## config.mk

```make
export PLATFORM = sky130hd
export DESIGN_NAME = dmem_port_arbiter
export DESIGN_NICKNAME = d
export VERILOG_FILES = /design/src/rtl/dmem_arb_pkg.sv /design/src/rtl/arb_wait_counter.sv /design/src/rtl/dmem_port_arbiter.sv
export SDC_FILE = /design/constraint.sdc
export NUM_CORES = 1
export LEC_CHECK = 0
export ABC_AREA = 1
export CORE_ASPECT_RATIO = 1.2
export CORE_MARGIN = 10
export CORE_UTILIZATION = 42
export DETAILED_ROUTE_END_ITERATION = 8
export PLACE_DENSITY = 0.81
export SYNTH_ARGS = -nofsm -noshare
export SYNTH_HDL_FRONTEND = slang
export SYNTH_SLANG_ARGS = --single-unit
```

## constraint.sdc

```tcl
create_clock -name clk -period 5.7 [get_ports clk]
set_input_delay 1.14 -clock clk [delete_from_list [all_inputs] [get_ports clk]]
set_output_delay 1.14 -clock clk [all_outputs]
set_load 0.05 [all_outputs]
```

## src/rtl/dmem_arb_pkg.sv

```systemverilog
// Shared encodings for the data-SRAM port arbiter: FSM states and access owner IDs.
package dmem_arb_pkg;

  localparam logic [1:0] ST_IDLE = 2'd0;
  localparam logic [1:0] ST_ACC  = 2'd1;
  localparam logic [1:0] ST_RDW  = 2'd2;
  localparam logic [1:0] ST_DONE = 2'd3;

  localparam logic OWN_CPU = 1'b0;
  localparam logic OWN_LDR = 1'b1;

endpackage

```

## src/rtl/arb_wait_counter.sv

```systemverilog
// Saturating count of consecutive arbitration losses by the loader port.
module arb_wait_counter #(
  parameter int MAX_WAIT = 8,
  localparam int CW = $clog2(MAX_WAIT + 1)
) (
  input  logic          clk,
  input  logic          rst,
  input  logic          inc,
  input  logic          clr,
  output logic [CW-1:0] cnt,
  output logic          at_max
);

  assign at_max = (cnt == CW'(MAX_WAIT));

  // Clear dominates increment so a grant in the same cycle always restarts the count.
  always_ff @(posedge clk or posedge rst) begin
    if (rst) begin
      cnt <= '0;
    end else if (clr) begin
      cnt <= '0;
    end else if (inc && !at_max) begin
      cnt <= cnt + CW'(1);
    end
  end

endmodule

```

## src/rtl/dmem_port_arbiter.sv

```systemverilog
// Shares the single-port data SRAM between the core data port (C, priority) and the
// loader port (L), with a starvation guard that forces an L grant after MAX_WAIT losses.
module dmem_port_arbiter #(
  parameter int AW       = 7,
  parameter int DW       = 32,
  parameter int RD_LAT   = 1,
  parameter int MAX_WAIT = 8
) (
  input  logic                           clk,
  input  logic                           rst,
  input  logic                           cpu_req,
  input  logic                           cpu_we,
  input  logic [AW-1:0]                  cpu_addr,
  input  logic [DW-1:0]                  cpu_wdata,
  output logic                           cpu_ack,
  output logic [DW-1:0]                  cpu_rdata,
  output logic                           cpu_stall,
  input  logic                           ldr_req,
  input  logic                           ldr_we,
  input  logic [AW-1:0]                  ldr_addr,
  input  logic [DW-1:0]                  ldr_wdata,
  output logic                           ldr_ack,
  output logic [DW-1:0]                  ldr_rdata,
  output logic                           CEN,
  output logic                           WEN,
  output logic                           OEN,
  output logic [AW-1:0]                  A,
  output logic [DW-1:0]                  Data2Mem,
  input  logic [DW-1:0]                  ReadDataMem,
  output logic [1:0]                     state_dbg,
  output logic [$clog2(MAX_WAIT+1)-1:0]  wait_cnt_dbg
);
  import dmem_arb_pkg::*;

  // Handshake: a requester raises req with we/addr/wdata and holds all of them stable
  // until its one-cycle ack; req still high in the following IDLE is a new request.

  logic [1:0]    state;
  logic          owner;
  logic          is_wr;
  logic [2:0]    lat_cnt;
  logic          l_win;
  logic          any_req;
  logic          wait_max;
  logic          wait_inc;
  logic          wait_clr;
  logic          sel_we;
  logic [AW-1:0] sel_addr;
  logic [DW-1:0] sel_wdata;

  assign state_dbg = state;
  assign cpu_stall = cpu_req & ~cpu_ack;

  always_comb begin
    any_req   = cpu_req | ldr_req;
    l_win     = ldr_req & (~cpu_req | wait_max);
    sel_we    = l_win ? ldr_we    : cpu_we;
    sel_addr  = l_win ? ldr_addr  : cpu_addr;
    sel_wdata = l_win ? ldr_wdata : cpu_wdata;
    wait_inc  = (state == ST_IDLE) & ldr_req & ~l_win;
    wait_clr  = ~ldr_req | ((state == ST_IDLE) & l_win);
  end

  arb_wait_counter #(.MAX_WAIT(MAX_WAIT)) u_wait_counter (
    .clk    (clk),
    .rst    (rst),
    .inc    (wait_inc),
    .clr    (wait_clr),
    .cnt    (wait_cnt_dbg),
    .at_max (wait_max)
  );

  always_ff @(posedge clk or posedge rst) begin
    if (rst) begin
      state     <= ST_IDLE;
      owner     <= OWN_CPU;
      is_wr     <= 1'b0;
      lat_cnt   <= 3'd0;
      CEN       <= 1'b1;
      WEN       <= 1'b1;
      OEN       <= 1'b1;
      A         <= '0;
      Data2Mem  <= '0;
      cpu_ack   <= 1'b0;
      ldr_ack   <= 1'b0;
      cpu_rdata <= '0;
      ldr_rdata <= '0;
    end else begin
      cpu_ack <= 1'b0;
      ldr_ack <= 1'b0;
      case (state)
        ST_IDLE: begin
          if (any_req) begin
            owner    <= l_win ? OWN_LDR : OWN_CPU;
            is_wr    <= sel_we;
            A        <= sel_addr;
            Data2Mem <= sel_wdata;
            CEN      <= 1'b0;
            WEN      <= ~sel_we;
            OEN      <= sel_we;
            state    <= ST_ACC;
          end
        end
        ST_ACC: begin
          if (is_wr) begin
            CEN     <= 1'b1;
            WEN     <= 1'b1;
            OEN     <= 1'b1;
            cpu_ack <= (owner == OWN_CPU);
            ldr_ack <= (owner == OWN_LDR);
            state   <= ST_DONE;
          end else begin
            lat_cnt <= 3'(RD_LAT - 1);
            state   <= ST_RDW;
          end
        end
        ST_RDW: begin
          // Strobes and address stay put until the last wait cycle delivers the word.
          if (lat_cnt == 3'd0) begin
            if (owner == OWN_CPU) cpu_rdata <= ReadDataMem;
            else                  ldr_rdata <= ReadDataMem;
            CEN     <= 1'b1;
            WEN     <= 1'b1;
            OEN     <= 1'b1;
            cpu_ack <= (owner == OWN_CPU);
            ldr_ack <= (owner == OWN_LDR);
            state   <= ST_DONE;
          end else begin
            lat_cnt <= lat_cnt - 3'd1;
          end
        end
        ST_DONE: state <= ST_IDLE;
        default: state <= ST_IDLE;
      endcase
    end
  end

endmodule

```

==> impl_metrics.tcl <==
set metrics [dict create \
    finalSetupViolCount 0 \
    max_slew_margin_pct 27.1 \
    post_cts_buffers 0 \
    synth_seq_area_share_pct 57.4 \
    grt_pass1_wl_um 25800 \
    synth_area_per_cell_um2 8.15 \
    period_needed_ns 3.79 \
    finalHoldViolations 0 \
    power_density_mw_per_mm2 688 \
    fin_crit_sh_pct 66.4 \
    drc 0 \
    busiest_layer "met2" \
    total_power_mw 5.61 \
    final_antenna_net_count 0 \
    grt_pass1_vias 4843 \
    r2r-end "Data2Mem[16]$_DFFE_PP0P_" \
    ir_drop_mv 0.453 \
    r2r-start "u_wait_counter.cnt[0]$_DFFE_PP0P_" \
    syn_area_mm2 0.00520 \
    cts_tree "done" \
    min_to "CEN$_DFFE_PP1P_" \
    yosys.area.top_type "dfrtp_1" \
    cp-start-kind "input port" \
    setup_tns_ns 0 \
    clkTransAtPathRegs_ns 0.06 \
    dr_total_vias 4890 \
    required_ns 4.56 \
    layout-drive-gt1-share_pct 5.61 \
    slew_viol_final 0 \
    cts_resized 0 \
    antenna_found_initial 0 \
    drv_cap 0 \
    seqPwrFrac_pct 26.4 \
    grt.met3_usage_pct 4.68 \
    drt_iter0_drc 365 \
    tightest_slew_ns 1.09 \
    internal_power_mw 2.88 \
    async_reset_ff_share_pct 100 \
    synth_ff_type "dfrtp_1" \
    p_leak_nw 4.06 \
    pwr-share-comb_pct 55.3 \
    drt-total-wl_um 16600 \
    vias_per_cell 4.73 \
    clkLatencyLatePin_ns 0.40 \
    synth_edf_count 0 \
    cts_sinks 119 \
    dieArea_mm2 0.0172 \
    num-nets-final 985 \
    switchingPower_mw 2.73 \
    ys_types 25 \
    io_buffers 230 \
    p_sw_share_pct 48.6 \
    use_met2_pct 33.5 \
    ctsHoldBuffers 0 \
    die_w_um 122 \
    hpwl_um 11900 \
    r2r_cells 10 \
    syn_inst 638 \
    initial_utilization_pct 42.9 \
    rows 44 \
    path_max_fanout 3 \
    mappedNetlistNets 762 \
    clockRootBuffer "clkbuf_16" \
    reg2reg_setup_slack_ns 3.42 \
    worstSetupEndpointType "output port" \
    ys_ff_latch 119 \
    worstSetupPathType "in -> out" \
    grtUsageMet1_pct 21.8 \
    numCtsBuffers 17 \
    fmax_mhz 264 \
    ys_warn_count 0 \
    htree_levels 4 \
    synth_top_area_share_pct 55.8 \
    grt.total_usage_pct 19.1 \
    ys_top_cells_by_area "dfrtp_1, nand2_1, o21ai_0" \
    gp_congestion 0.862 \
    outcome "complete, no violations" \
    skew_ns 0.00874 \
    dr.pass1.iters 5 \
    globalRouteOverflowTotal 0 \
    final_cell_mix "nand2_1, clkdlybuf4s50_1, dfrtp_1, o21ai_0, inv_1" \
    coreArea_mm2 0.0121 \
    n_fill_cell 994 \
    wl_per_cell_um 16.1 \
    grt_max_degree 87 \
    die_height_um 142 \
    min_path_type "reg -> reg" \
    p_clk_share_pct 18.3 \
    holdPathStages 2 \
    critPathArrivalTime_ns 2.65 \
    cts_max_path_buffers 2 \
    ios 231 \
    layout_commonest_cell "nand2_1" \
    antennaDiodeCount 0 \
    syn_to_final_growth_pct 56.8 \
    min_from "CEN$_DFFE_PP1P_" \
    rsz0062_at_grt "no" \
]
==> synthesized netlist by cell type (4+ instances only) <==
cell and n:
a21oi_1 4, buf_2 20, clkbuf_1 4, dfrtp_1 116, ha_1 8, inv_1 53, inv_2 5, nand2_1 319
nand3_1 10, nor2_1 7, o21ai_0 54, o21ai_1 18
==> metal layers <==
metal | vias to the layer above | routed length (um)
li1 | 2404 | -
met1 | 2309 | 6560
met2 | 156 | 8870
met3 | 21 | 908
met4 | 0 | 278
met5 | - | 0
==> worst max-delay path by stage <==
| stage | start | end | slack [ns] |
|---|---|---|---|
| after floorplan | rst | A[0]$_DFFE_PP0P_ | 1.41 |
| after global placement | cpu_req | cpu_stall | 1.94 |
| after detailed placement | cpu_req | cpu_stall | 1.91 |
| after CTS | cpu_req | cpu_stall | 1.91 |
| after global routing | cpu_req | cpu_stall | 1.85 |
| final | cpu_req | cpu_stall | 1.91 |
==> state kept, by name, indices dropped and copies added (netlist names) <==
signal / count
u_wait_counter.cnt: 4
Data2Mem: 32
is_wr: 1
state_dbg: 2
cpu_rdata: 32
OEN: 1
WEN: 1
A: 7
ldr_ack: 1
owner: 1
cpu_ack: 1
lat_cnt: 3
ldr_rdata: 32
CEN: 1
==> cell families after synthesis <==
group,count (synthesis),share of synthesized area (%)
simple gates,343,25.4
flops,119,57.4
buf+inv,86,7.03
compound gates,80,7.90
fa+ha+maj,8,1.93
xor+xnor,2,0.337
==> through the flow <==
step	util (%)	cell area, um2	setup WS [ns]	cells	hold slack [ns]
2_1_floorplan	-	5200	1.41	638	0.452
3_3_place_gp	62.6	7580	1.94	1003	0.455
3_5_place_dp	62.6	7580	1.91	1003	0.464
4_1_cts	67.3	8150	1.91	1034	0.476
5_1_grt	67.3	8150	1.85	1034	0.495
6_report	67.3	8150	1.91	1034	0.470
==> cell type report <==
class                   count  area [um2]  share of cell area [%]
clock buffers              18         439                    5.39
clock inverters            13         133                    1.63
inverters                  58         220                    2.70
multi-input cells         433        1860                    22.8
flip-flops and latches    119        2980                    36.6
well taps                 161         201                    2.47
repair buffers            232        2320                    28.4
==> power by group through the flow <==
stage	Combinational, mW	Clock, mW	Sequential, mW
after global routing	3.30	1.09	1.52
final	3.10	1.03	1.48
after CTS	3.14	1.05	1.48
after floorplan	0.683	0	2.81
after global placement	3.09	0	1.47
after detailed placement	3.13	0	1.48
==> critical path, cell delays in order <==
cell and delay, ns:
clkdlybuf4s50_1 0.49, inv_1 0.10, nor2_1 0.10, clkdlybuf4s50_1 0.82
Note: power is estimated with default switching activity, not from simulation.
